<file path="src/rtl/uart_rx_stream_fifo.sv">
// uart_rx_stream_fifo
//   Drains completed bytes from the UART decoder over its ready/release
//   handshake into a circular FIFO and presents them in order to a consumer
//   over a first-word-fall-through valid/take interface. Release is withheld
//   while the FIFO is full, which holds the byte in the decoder.
//
// Ports
//   i_Clk         system clock, rising edge
//   i_Reset       synchronous active-high reset
//   i_Dec_Byte    decoder byte, valid while i_Dec_Ready is high
//   i_Dec_Ready   decoder has a byte, held until released
//   o_Dec_Release single-cycle release pulse back to the decoder
//   o_Byte        head-of-FIFO byte, zero when empty
//   o_Valid       FIFO non-empty
//   i_Take        consumer pops the head when o_Valid is high
//   o_Count       occupancy, 0..DEPTH
//   o_Stall       decoder byte pending while the FIFO is full
module uart_rx_stream_fifo #(
  parameter int DEPTH = 16,
  parameter int WIDTH = 8
) (
  input  logic                       i_Clk,
  input  logic                       i_Reset,
  input  logic [WIDTH-1:0]           i_Dec_Byte,
  input  logic                       i_Dec_Ready,
  output logic                       o_Dec_Release,
  output logic [WIDTH-1:0]           o_Byte,
  output logic                       o_Valid,
  input  logic                       i_Take,
  output logic [$clog2(DEPTH):0]     o_Count,
  output logic                       o_Stall
);

  localparam int PTR_W = $clog2(DEPTH);
  localparam int CNT_W = PTR_W + 1;

  typedef enum logic {
    S_IDLE,
    S_WAIT_DROP
  } state_t;

  state_t             state_q, state_d;
  logic [PTR_W-1:0]   wr_ptr_q, wr_ptr_d;
  logic [PTR_W-1:0]   rd_ptr_q, rd_ptr_d;
  logic [CNT_W-1:0]   count_q, count_d;
  logic               release_q, release_d;
  logic [WIDTH-1:0]   mem_q [DEPTH];

  logic full;
  logic valid;
  logic wr_en;
  logic pop;

  // Full is judged on the registered count only, so a same-cycle pop
  // never opens space for a same-cycle write.
  assign full  = (count_q == CNT_W'(DEPTH));
  assign valid = (count_q != '0);
  assign pop   = i_Take & valid;

  always_comb begin
    state_d   = state_q;
    release_d = 1'b0;
    wr_en     = 1'b0;
    wr_ptr_d  = wr_ptr_q;
    rd_ptr_d  = rd_ptr_q;
    count_d   = count_q;

    case (state_q)
      S_IDLE: begin
        if (i_Dec_Ready && !full) begin
          wr_en     = 1'b1;
          release_d = 1'b1;
          state_d   = S_WAIT_DROP;
        end
      end
      // Ready stays high for a cycle or more after release; wait for it
      // to drop so the same byte is not captured twice.
      S_WAIT_DROP: begin
        if (!i_Dec_Ready) begin
          state_d = S_IDLE;
        end
      end
      default: state_d = S_IDLE;
    endcase

    if (wr_en) begin
      wr_ptr_d = wr_ptr_q + PTR_W'(1);
    end
    if (pop) begin
      rd_ptr_d = rd_ptr_q + PTR_W'(1);
    end

    case ({wr_en, pop})
      2'b10:   count_d = count_q + CNT_W'(1);
      2'b01:   count_d = count_q - CNT_W'(1);
      default: count_d = count_q;
    endcase
  end

  always_ff @(posedge i_Clk) begin
    if (i_Reset) begin
      state_q   <= S_IDLE;
      wr_ptr_q  <= '0;
      rd_ptr_q  <= '0;
      count_q   <= '0;
      release_q <= 1'b0;
    end else begin
      state_q   <= state_d;
      wr_ptr_q  <= wr_ptr_d;
      rd_ptr_q  <= rd_ptr_d;
      count_q   <= count_d;
      release_q <= release_d;
    end
  end

  // Storage is not reset; stale entries are never visible because o_Byte
  // is masked while empty.
  always_ff @(posedge i_Clk) begin
    if (wr_en && !i_Reset) begin
      mem_q[wr_ptr_q] <= i_Dec_Byte;
    end
  end

  assign o_Dec_Release = release_q;
  assign o_Valid       = valid;
  assign o_Byte        = valid ? mem_q[rd_ptr_q] : '0;
  assign o_Count       = count_q;
  assign o_Stall       = (state_q == S_IDLE) & i_Dec_Ready & full;

endmodule
</file>
<file path="config.mk">
export PLATFORM = sky130hd
export DESIGN_NAME = uart_rx_stream_fifo
export DESIGN_NICKNAME = d
export VERILOG_FILES = /design/src/rtl/uart_rx_stream_fifo.sv
export SDC_FILE = /design/constraint.sdc
export NUM_CORES = 1
export LEC_CHECK = 0
export CAP_MARGIN = 10
export CORE_UTILIZATION = 56
export CTS_BUF_LIST = sky130_fd_sc_hd__clkbuf_8
export DETAILED_ROUTE_END_ITERATION = 16
export GPL_ROUTABILITY_DRIVEN = 0
export GPL_TIMING_DRIVEN = 0
export PLACE_DENSITY = 0.85
export SLEW_MARGIN = 20
export SYNTH_ARGS = -nofsm -noshare
export SYNTH_HDL_FRONTEND = slang
export SYNTH_SLANG_ARGS = --single-unit
export TNS_END_PERCENT = 1
</file>
<file path="constraint.sdc">
create_clock -name i_Clk -period 2.95 [get_ports i_Clk]
set_clock_uncertainty 0.05 [all_clocks]
set_input_delay 0.59 -clock i_Clk [delete_from_list [all_inputs] [get_ports i_Clk]]
set_output_delay 0.59 -clock i_Clk [all_outputs]
set_load 0.01 [all_outputs]
</file>
Word level (Yosys, flattened, before mapping)
Memories as Yosys holds them, arrays and structs flattened. A register that Yosys moved wholly into a read port is not among the register bits.
Index checks and enable logic that the tools add are counted.

operators by class
  $add $sub $neg = 4
  equality and inequality tests = 3
  multiplexer cells = 10
  bitwise logic cells = 4
  reduce and logical (&&, ||, !) cells = 6

operator list
  kind                   number
  $pmux W5 S2            1
  $add A4 B1 Y4 const B  2
  $mux W4                2
  $mux W8                1
  $add A5 B1 Y5 const B  1
  $eq A5 B5 Y1 const B   1
  $mux W1                5
  $reduce_bool A5 Y1     1
  $sub A5 B1 Y5 const B  1
  $and A1 B1 Y1          3
  $eq A2 B1 Y1 const B   1
  $eq A2 B2 Y1 const B   1
  $logic_and A1 B1 Y1    2
  $logic_not A1 Y1       2
  $pmux W1 S2            1
  $reduce_bool A2 Y1     1
  $not A1 Y1             1

word-level totals
  register bits after elaboration = 15
  RAM bits = 128
  input port bits = 12
  output and inout port bits = 16
  logic and storage cells = 33
  memories kept = 1

memories
  memory  words  bits a word  read ports  clocked after memory_dff  wr ports  RTL line  text
  mem_q   16     8            1           1                         1         47        logic [WIDTH-1:0] mem_q [DEPTH];

Depth between registers and ports, before layout
Gate-level depths: netlist of the first run.

  word-level depth = 8
  gate-level depth with buffers = 12
  mapped depth without buffers = 10

Least setup slack after synthesis of the first run
Ideal clock, no wire load.

  path kind = reg2reg
  from = reg count_q[1], in the netlist o_Count[1]
  to = reg count_q[4], in the netlist o_Count[4]
  library setup time = 0.106 ns
  arrival time = 2.681 ns
  required time = 2.794 ns
  slack = 0.113 ns
  cell stages (with the launch flop) = 13
  path buffers = 2
  period minus slack after synthesis = 2.837 ns
  path through = dfxtp_1 > buf_4 > or4_4 > o21ai_4 > inv_1 > ha_1 > buf_2 > xor2_1 > ha_1 > a21oi_2 > a32oi_1 > or4_1 > o311ai_0

on the way
  elaborated cells between the ends (all ways) = 13
  classes of those cells = 2 x add/sub; 3 x eq/ne; 3 x mux; 1 x bitwise; 4 x reduce/logical

RTL lines
  what                                                      RTL line  text
  from (decl)                                               45        logic [CNT_W-1:0] count_q, count_d;
  from (signal assigned)                                    111       count_q <= count_d;
  $reduce_bool A5 Y1 (*)                                    57        assign valid = (count_q != '0);
  $and A1 B1 Y1 (*)                                         58        assign pop = i_Take & valid;
  via pop                                                   52        logic pop;
  $eq A2 B1 Y1 / $eq A2 B2 Y1 (equally long branches)       93        case ({wr_en, pop})
  $pmux W5 S2 / $reduce_bool A2 Y1 (equally long branches)  --

Mark *: on every way through the listed nets, which the timed path passes. The rest lies on a longest branch.
A chain may end at the register's enable or synchronous reset.

Worst setup path in the final report of the first run
  from = reg count_q[2], in the netlist o_Count[2]
  to = reg count_q[4], in the netlist o_Count[4]

Same word-level chain as after synthesis.

==> metrics.txt, run 1 <==
status finished, violations left; violated checks setup timing; Layout fillers 660; CTS H-Tree Depth 4; clk sinks 147; Comb pwr share ~28%; top post-synthesis cells by area edfxtp_1 (63%), mux4_2 (8.9%), dfxtp_1 (6.3%); Starting DRT DRC Count around 210; worst skew pair latency between 400 and 500 ps; gr usage total about 22%; unique cell type count in the Yosys netlist 45; number of flops mapped to enable cells by yosys ~130; DR vias/cell 5.91; count of buffers from port buffering 27; final setup vio count 3; antenna violations before repair 0; row count 37; number of global-route vias before repair 3248; most common cell after layout, fill and taps aside edfxtp_1; GR Overflow Total 0; Power Internal about 4.2 mW; Worst IR Drop VDD between 600 and 700 uV; Seq/Total Area, Yosys roughly 70%; wirelength, routed 11.6 mm; reg-to-reg startpoint o_Count[2]; unrepaired setup endpoints after global routing true; CTS tree built; measured slew at the worst slew-check pin 930 ps; Switching Fraction approximately 28%; netlist area before placement 6060 um2; Antenna Nets Post-Route 0; final period utilization 103%; Psw 1.63 mW; Final min period ~3000 ps; Mapped Cells roughly 340; Fin. Hold Viols 0; Initial Util between 50% and 60%; Num CTS Buffers 17; IO Count 28; Worst setup SP type register; Util after Layout roughly two thirds; die area roughly 11000 um2; ys async rst share 0%; Worst R2R End o_Count[4]; first-pass GRT wire length between 15 and 20 mm; area of the core between 10000 and 15000 um2; dpl hpwl 7.13 mm; total iterations of the first detailed-routing run 5; Pins Over Slew Limit 0; Leakage about 2.3 nW; Crit Path Category reg -> reg; Synthesized Nets about 360; hold slack around 450 ps; clock share of power between 30% and 40%; WL/cell 21.5 um; Worst Hold Path EP state_q; Synth Area per Inst about 18 um2; synth warn 0; setup ws final -77.4 ps; CP max FO 10; Reg2Reg Depth 12; min-delay src state_q; deepest clock path buffer count 2; Die X 106 um; Via Count around 3200; diode count 0; WP data required 3230 ps; Hold Path Depth 2; Worst-path clk slew approximately 80 ps; FF+latch count, synth between 100 and 150; Max-Cap Viols 0; Yosys top cell by area edfxtp_1; CTS Root Cell clkbuf_8; hold crit path type reg -> reg; most frequent cells in the layout edfxtp_1 (128), nor2_1 (32), mux4_2 (24), dfxtp_1 (19), clkdlybuf4s50_1 (19); Post-layout nets around 410; R2R Setup Slk -80 ps; Seq pwr share between 40% and 50%; worst path arrival time ~3300 ps; largest net degree at the start of global routing 17; chip height 106 um; max_slew headroom around 38%; layout cell share with drive strength beyond 1 24.4%; Critical Path Sink Type register; Layout area overhead 17.0%; DRC errors left 0; Achievable Freq 0.330 GHz; Synth top area share 63.4%; dominant synthesized flop cell edfxtp_1; Cell Pwr Density 820 nW/um2
-- cells by family (layout without fill, tap and decap cells) --
family,Yosys count,count (layout),share of synthesized area [%]
flip-flops,147,147,69.7
AND/OR/NAND/NOR,68,68,5.84
buffers and inverters,27,90,2.62
AO/OA/AOI/OAI,35,35,4.54
adder cells (fa/ha/maj),8,8,1.65
XOR/XNOR,10,10,1.44
multiplexers,43,43,14.2
-- synth_stat cells (6+ instances only) --
master / count
edfxtp_1: 128
nor2_1: 32
mux4_2: 24
dfxtp_1: 19
a211oi_1: 18
mux2i_1: 10
nor2b_1: 9
ha_1: 8
mux4_1: 8
nand2b_1: 7
buf_2: 6
inv_1: 6
xor2_1: 6
-- routing by layer --
metal / routed length (um) / vias up / global-route usage (%)
li1: - / 1439 / -
met1: 4670 / 1589 / 28.2
met2: 5970 / 123 / 37.3
met3: 679 / 23 / 5.52
met4: 225 / 0 / 9.23
met5: 0 / - / 0
-- critical path, cell delays in order, from the launching register on --
cell and delay [ps]:
dfxtp_1 350, buf_2 190, or4_4 550, o21ai_4 180, inv_1 70, ha_1 170
buf_2 170, xor2_1 150, ha_1 210, a21oi_4 170, a32oi_1 160, or4_1 420
o311ai_1 90
-- what timing repair did --
item                                    CTS  global route
buffers inserted                          0             4
cloned                                    0             0
endpoints found under the setup margin   10            12
hold buffers                              0             0
resized for setup                        39            10
pin swaps                                 3             4
-- worst max-delay path by stage --
| stage | startpoint | endpoint | slack, ps | cells past startpoint |
|---|---|---|---|---|
| after detailed placement | i_Dec_Ready | o_Count[4] | -410 | 12 |
| after CTS | o_Count[2] | o_Count[4] | -110 | 12 |
| after global routing | o_Count[2] | o_Count[4] | -190 | 12 |
| final | o_Count[2] | o_Count[4] | -80 | 12 |
| after floorplan | o_Count[1] | o_Count[4] | 110 | 12 |
| after global placement | i_Dec_Ready | o_Count[4] | -310 | 12 |
-- registers in the layout (all words and copies together) (netlist names), named ones only --
name and flops:
mem_q 128, o_Count 5, o_Dec_Release 1, rd_ptr_q 4
state_q 1, wr_ptr_q 4
-- through the flow --
stage          power, mW  setup slack, ps  area, um2  cells  setup TNS [ps]
2_1_floorplan       3.41              113       6060    338               0
3_3_place_gp        3.88             -314       6500    501           -2920
3_5_place_dp        3.93             -409       6500    501           -5120
4_1_cts             5.74             -108       7050    533            -257
5_1_grt             6.03             -190       7090    537            -813
6_report            5.81            -77.4       7090    537            -130
-- layout make-up --
cell class                 instances  area, um2  share of cell area [%]
clock inverter                    15        221                    3.12
timing repair buffer              31        282                    3.97
tap                              136        170                    2.40
inverter                           7       26.3                   0.371
clock buffer                      17        234                    3.30
sequential                       147       4220                    59.6
multi-input combinational        164       1770                    25.0
buffer                            20        160                    2.26
-- power by group through the flow --
stage | Combinational (mW) | Clock (mW) | Sequential (mW)
after floorplan | 0.953 | 0 | 2.46
after global placement | 1.42 | 0 | 2.46
after detailed placement | 1.46 | 0 | 2.46
after CTS | 1.53 | 1.79 | 2.42
after global routing | 1.72 | 1.87 | 2.44
final | 1.61 | 1.77 | 2.43
Note: power is estimated with default switching activity, not from simulation.
==> run 2: changes to the inputs <==
Settings changed: ABC_CLOCK_PERIOD_IN_PS set to 2950.
==> results of run 2 <==
Same layout as run 1: the final DEF is identical, and so are final timing and power.
==> run 3: changes to the inputs <==
Settings changed: CELL_PAD_IN_SITES_DETAIL_PLACEMENT set to 0, CELL_PAD_IN_SITES_GLOBAL_PLACEMENT set to 1, CORE_UTILIZATION 56 to 49, MAX_ROUTING_LAYER set to met4.
==> run 3 against run 2 <==
  * The run now ends clean
  * Sequential share of layout area is 0.52 points higher
  * Combinational power hardly changed
  * First-iteration DRC count down 2.8%
  * Cell area fell by 0.83%
  * Power decreased by 4.2%
  * Flip-flop and latch count unchanged
  * Wire length fell by 2.8%
  * Die area up 14%
  * Setup slack improved by 110 ps
  * Non-clock buffer count is 1 lower
  * Count of clock-buffer cells in the layout stayed put
  * Critical path type is now reg -> out
  * Critical endpoint is now o_Byte[3]
==> metrics.txt, run 3 (synthesis gave the netlist of run 1 again) <==
largest net degree at the start of global routing 17; row count 40; largest register by flop count mem_q; max_slew headroom between 20% and 30%; WL/cell roughly 21 um; DRC errors left 0; gr usage total between 10% and 20%; Max-Cap Viols 0; final setup vio count 0; count of buffers from port buffering 27; Starting DRT DRC Count 208; antenna violations before repair 0; hold slack 455 ps; number of global-route vias before repair around 3300; CTS tree built; Pins Over Slew Limit 0; CP max FO 10; number of flip-flops in the largest register 128; Worst setup SP type register; Worst R2R End o_Count[2]; Via Count ~3100; worst setup path start o_Count[2]; chip height ~110 um; Critical Path Sink Type output port; Post-layout nets ~410; Num CTS Buffers 17; min-delay src state_q; wirelength, routed 11.2 mm; measured slew at the worst slew-check pin 1060 ps; IO Count 28; Final min period approximately 3000 ps; DR vias/cell about 5.7; CTS H-Tree Depth 4; Util after Layout about three fifths; Cell Pwr Density a little under 800 nW/um2; die area around 13000 um2; Antenna Nets Post-Route 0; Die X about 110 um; total iterations of the first detailed-routing run 4; final period utilization between 90% and 100%; R2R Setup Slk 150 ps; Worst-path clk slew around 70 ps; Fin. Hold Viols 0; Tot Pwr around 5.6 mW; FF+latch area around 4200 um2; capture point of the worst path o_Byte[3]; worst skew pair latency approximately 430 ps; area of the core roughly 12000 um2; Reg2Reg Depth 12; Leakage 2.25 nW; most common cell after layout, fill and taps aside edfxtp_1; hold_buf cts 0; area taken by multi-input logic gates between 1500 and 2000 um2; Worst IR Drop VDD ~430 uV; worst path arrival time roughly 2300 ps; status completed; deepest clock path buffer count 2; GR Overflow Total 0; Layout fillers roughly 940; Achievable Freq around 0.34 GHz; unrepaired setup endpoints after global routing true; Initial Util 50.5%; hold crit path type reg -> reg; diode count 0; Layout area overhead 16.0%; most frequent cells in the layout edfxtp_1 (128), nor2_1 (32), mux4_2 (24); clk sinks roughly 150; CTS Root Cell clkbuf_8; layout cell share with drive strength beyond 1 roughly 24%; first-pass GRT wire length between 15 and 20 mm; dpl hpwl 7.41 mm; reg-to-reg startpoint o_Count[2]; WP data required approximately 2300 ps; Crit Path Category reg -> out
-- run 3: where the power goes --
part / leakage, nW / internal (mW) / switching, mW
clock network: 0.193 / 0.811 / 0.703
registers: 1.31 / 2.35 / 0.0820
logic: 0.748 / 0.805 / 0.823
-- run 3: layer usage --
metal	routed length [um]	track usage, %	vias to the layer above
met3	538	5.68	15
met4	187	6.93	0
li1	-	-	1436
met2	5650	32.0	87
met1	4860	23.8	1555
met5	0	-	-
-- run 3: through the flow --
step	setup slack, ps	setup TNS [ps]	instances	cell area [um2]
floorplan	113	0	338	6060
global placement	-328	-4110	512	6520
detailed placement	-432	-6080	512	6520
CTS	-97.7	-236	544	7010
global route	-115	-378	545	7030
finish	33.7	0	545	7030
-- run 3: area by class of cell --
| type | instances | area share, % |
|---|---|---|
| inverters | 7 | 0.374 |
| well taps | 147 | 2.62 |
| multi-input cells | 164 | 25.1 |
| clock buffers | 17 | 3.33 |
| repair buffers | 31 | 4.13 |
| plain buffers | 19 | 2.28 |
| clock inverters | 13 | 2.06 |
| flip-flops and latches | 147 | 60.1 |
-- run 3: worst min path at each step --
stage | to | slack [ps] | cells past startpoint
final | state_q | 450 | 2
after floorplan | state_q | 420 | 2
after global placement | state_q | 430 | 2
after global routing | state_q | 510 | 2
after detailed placement | state_q | 450 | 2
after CTS | state_q | 460 | 2
-- run 3: critical path: stages, from the launching register on --
cell	delay [ps]
dfxtp_2	340
buf_4	170
or4_4	560
buf_4	170
nor2_4	140
buf_12	150
a211oi_1	50
clkdlybuf4s15_1	270
-- run 3: repair_timing --
| item | 4_1_cts | 5_1_grt |
|---|---|---|
| setup endpoints to repair | 10 | 11 |
| pin swaps | 1 | 3 |
| setup buffers | 2 | 2 |
| resized for setup | 34 | 17 |
==> RTL change 1, RTL diff (flow settings as in run 1) <==
Put one more register stage on the output `o_Count`, with the module's reset. The value now appears one clock later. The other outputs are not delayed to match.
--- a/src/rtl/uart_rx_stream_fifo.sv
+++ b/src/rtl/uart_rx_stream_fifo.sv
@@ -124,7 +124,13 @@
   assign o_Dec_Release = release_q;
   assign o_Valid       = valid;
   assign o_Byte        = valid ? mem_q[rd_ptr_q] : '0;
-  assign o_Count       = count_q;
+  always_ff @(posedge i_Clk) begin
+    if (i_Reset) begin
+      o_Count <= '0;
+    end else begin
+      o_Count <= count_q;
+    end
+  end
   assign o_Stall       = (state_q == S_IDLE) & i_Dec_Ready & full;
 
 endmodule
Check against the original RTL: not equivalent (Yosys sat finds a counterexample within 4 cycles, from zero or initial values and one cycle with i_Reset high).
==> RTL change 1 against run 1 <==
Core utilization is 0.40 points lower; sequential power is 3% higher; sequential cell count is 5 higher; clock power is 13% lower; area after synthesis is 1.7% higher; synthesized cell count is 2.7% higher; routed wire length is 1.5% lower; cell area is 0.30% higher; power is 0.23% lower; die area is 1.6% higher; setup slack better by 0.091 ns; global-route usage is 0.49 points lower; final cell count is 0.93% higher; critical endpoint is now o_Byte[0].
==> RTL change 1: results (changes against run 1) <==
[outcome]
status = completed

[synth]
yosys-top-cells-area = edfxtp_1, mux4_2, dfxtp_1, mux4_1, a211oi_1
synth_area_per_cell_um2 = 17.8  ; -0.97%
synth_mux_area_share_pct = 14.2  ; about the same
synthTopCellsByCount = edfxtp_1, nor2_1, dfxtp_1, mux4_2, a211oi_1
synth-edff-count = 128  ; unchanged
synth_compound_area_share_pct = 3.86  ; -0.68 points
async_reset_ff_share_pct = 0  ; unchanged
ys_seq_area_share_pct = 70.2  ; +0.48 points
synth.net_count = 367  ; +2.5%
yosys_warnings = 0  ; unchanged
synth_xor_area_share_pct = 1.42  ; -0.024 points
synth_fa_ha_area_share_pct = 1.62  ; -0.027 points
yosysUniqueCellTypes = 43  ; -4.4%

[finish]
signal_buffers = 47  ; -7.8%
nNetsFinal = 413  ; +1.2%
diodes = 0  ; unchanged
multi_input_area_share_pct = 24.8  ; -0.18 points
fillers = 663  ; +0.45%
drive_gt1_share_pct = 22.7  ; -1.8 points
clk_share_pct = 5.56  ; -0.86 points
largestRegisters = mem_q: 128 flops, count_q: 5 flops, o_Count: 5 flops
area.growth.synth_to_final_pct = 15.4
sh_seq_area_pct = 60.8  ; +1.2 points
multi_input_gates = 168  ; +2.4%
buf_share_pct = 6.05  ; -0.18 points
seq_cells = 152  ; +3.4%

[setup_path]
r2r_end = count_q[4]$_SDFFE_PP0P_
cpLargestDelayFamily = buffers and inverters
r2r_slack_ns = 0.14  ; +0.22 ns
worstPathArrival_ns = 2.30  ; -1.01 ns
reg2reg_from = count_q[1]$_SDFFE_PP0P_
cp_max_fo = 10  ; unchanged
cp_slowest_cell = mux4_1
rr_worst_depth = 11  ; -1

[grt]
track_usage_pct = 21.9  ; -0.49 points
grt_pass1_vias = 3364  ; +3.6%
grt_pass1_wl_um = 17900  ; +1.4%

[routing]
drtIter0Drc = 226  ; +5.6%
routedWlPerCell_um = 21.0  ; -2.4%
drt-pass1-iter-count = 4  ; -1
wirelength_um = 11400  ; -1.5%
num_vias = 3226  ; +1.6%

[power_and_ir_drop]
p_per_area_mw_per_mm2 = 815  ; -0.53%
p_leak_nw = 2.30  ; +0.14%
ir_worst_vdd_v = 0.000683  ; +11%

[placement]
dp_hpwl_um = 7310  ; +2.6%
dp.cells = 509  ; +1.6%
port_buffers = 26  ; -3.7%
dp_slack_ns = -0.270  ; +0.139 ns
dpl-instance-area_mm2 = 0.00659  ; +1.4%

[sta]
holdWs_ns = 0.460  ; +0.00584 ns
worst_slew_pin_slew_ns = 0.962  ; +0.0321 ns

[worst_hold_path]
hold_path_startpoint = state_q$_SDFF_PP0_
worstHoldEndpoint = state_q$_SDFF_PP0_

[clock_tree]
cts_root_buf = clkbuf_8

-- RTL change 1: layer usage --
| layer | share of wire (%) | global-route usage (%) | wire [µm] |
|---|---|---|---|
| met1 | 41 | 27.6 | 4620 |
| met2 | 51 | 36.6 | 5830 |
| met3 | 6.0 | 5.59 | 681 |
| met4 | 2.1 | 8.32 | 240 |
| met5 | 0 | 0 | 0 |
-- RTL change 1: power by group --
part           total [W]  internal [W]  leakage [nW]  switching [W]
registers        0.00250       0.00243          1.35      0.0000693
clock network    0.00154      0.000705         0.203       0.000838
logic            0.00175      0.000853         0.747       0.000902
total            0.00580       0.00399          2.30        0.00181
-- RTL change 1: worst register-to-register path, stage by stage (launching register included) --
cell	delay [ns]
dfxtp_1	0.30
buf_2	0.17
or4_4	0.55
o21ai_4	0.19
inv_1	0.10
ha_2	0.23
xor2_1	0.16
ha_1	0.19
a21oi_2	0.20
a32oi_1	0.20
a221oi_2	0.29
nand2b_1	0.07
-- RTL change 1: how the worst max path moves through the flow --
stage                                  from                      end  slack [ns]  depth (start not counted)
floorplan           count_q[1]$_SDFFE_PP0P_  count_q[4]$_SDFFE_PP0P_        0.34                         11
global placement                i_Dec_Ready  count_q[4]$_SDFFE_PP0P_       -0.19                         11
detailed placement              i_Dec_Ready  count_q[4]$_SDFFE_PP0P_       -0.27                         11
CTS                 count_q[2]$_SDFFE_PP0P_                  o_Valid       -0.03                          5
global route                           flop                o_Byte[5]       -0.05                          7
finish                                 flop                o_Byte[0]        0.01                          6
-- RTL change 1: timing repair --
action                                  CTS  global route
endpoints found under the setup margin    9            10
setup buffers                             0             1
resized for setup                        35            11
pin swaps                                 0             3
==> RTL change 2, RTL diff (flow settings as in run 1) <==
Made on the original files. `DEPTH`: 16 -> 32.
--- a/src/rtl/uart_rx_stream_fifo.sv
+++ b/src/rtl/uart_rx_stream_fifo.sv
@@ -16,7 +16,7 @@
 //   o_Count       occupancy, 0..DEPTH
 //   o_Stall       decoder byte pending while the FIFO is full
 module uart_rx_stream_fifo #(
-  parameter int DEPTH = 16,
+  parameter int DEPTH = 32,
   parameter int WIDTH = 8
 ) (
   input  logic                       i_Clk,
Interface: changed (resized o_Count); port bits go from 28 to 29. The function was not compared with the original's and may differ.
==> RTL change 2 against run 1 <==
The run still ends with negative setup slack left; power up 67%; first-iteration DRC count grew to 2.7 times the old value; routed wire length is 98% higher; die area rose by 83%; cell area increased by 80%; sequential cell count increased by 132; non-clock buffer count up 15; area after synthesis up 85%; via count up 82%; setup slack worse by 0.17 ns; largest cell class unchanged; highest routed layer unchanged.
==> RTL change 2: results (changes against run 1) <==
[setup_path]
cpLargestDelayFamily = multiplexers
cp_max_fo = 8  ; -2
cp_slowest_cell = mux4_2

[placement]
dp.cells = 867  ; +73%
dp_hpwl_um = 14100  ; +98%
dpl-instance-area_mm2 = 0.0118  ; +82%
port_buffers = 28  ; +3.7%

[clock_tree]
cts.clk_slew.worst_paths_ns = 0.06  ; -0.02 ns
clockBufferDepth = 3  ; +1
post_cts_buffers = 3  ; +3

[grt]
use_met1_pct = 32.5  ; +4.3 points
grt_util_met3_pct = 4.37  ; -1.2 points
grt_pass1_vias = 5863  ; +81%
track_usage_pct = 23.7  ; +1.3 points

[routing]
num_vias = 5778  ; +82%
drtIter0Drc = 587  ; +170%
drt-pass1-iter-count = 7  ; +2

[finish]
seq_cells = 279  ; +90%
area.growth.synth_to_final_pct = 13.7
nNetsFinal = 671  ; +64%
sh_seq_area_pct = 64.0  ; +4.4 points
clk_share_pct = 6.14  ; -0.28 points
multi_input_gates = 253  ; +54%
inv_count = 8  ; +1
clkbuf_count = 47  ; +30

[synth]
synth_compound_area_share_pct = 3.24  ; -1.3 points
synth_fa_ha_area_share_pct = 0.894  ; -0.76 points
synthTopCellsByCount = edfxtp_1, nor2_1, mux4_2, mux2i_1, dfxtp_1
synth-edff-count = 256  ; +100%
synth_mux_area_share_pct = 15.6  ; +1.4 points
synth_area_per_cell_um2 = 19.5  ; +8.8%

[outcome]
violations = negative setup slack
status = finished, violations left

[sta]
setup_violations = 8  ; +5
setup_slack_ns = -0.246  ; -0.168 ns
holdWs_ns = 0.446  ; -0.00796 ns

[power_and_ir_drop]
intPower_w = 0.00694  ; +66%
p_leak_nw = 4.07  ; +77%
p_comb_w = 0.00227  ; +41%
power_frac_comb_pct = 23.4  ; -4.3 points
clockPowerShare_pct = 30.2  ; -0.3 points

[RTL change 2: changes by cell type after synthesis, sizes merged, moves of 5 or more]
cell	before	now
a221oi	1	8
mux2i	10	26
a221o	0	8
buf	14	20
nor2	33	61
a211oi	18	0
nor2b	9	2
clkbuf	6	13
mux4	32	64
a21oi	5	14
nand4	0	5
edfxtp	128	256
[RTL change 2: worst max-delay path by stage]
stage	startpoint	endpoint	slack [ns]	cells after the start
3_5_place_dp	i_Dec_Ready	o_Count[4]$_SDFFE_PP0P_	-0.72	13
6_report	flop	o_Byte[7]	-0.25	9
4_1_cts	flop	o_Byte[5]	-0.29	9
3_3_place_gp	i_Dec_Ready	o_Count[4]$_SDFFE_PP0P_	-0.58	13
5_1_grt	flop	o_Byte[0]	-0.34	9
2_1_floorplan	o_Count[1]$_SDFFE_PP0P_	o_Count[4]$_SDFFE_PP0P_	0.11	13
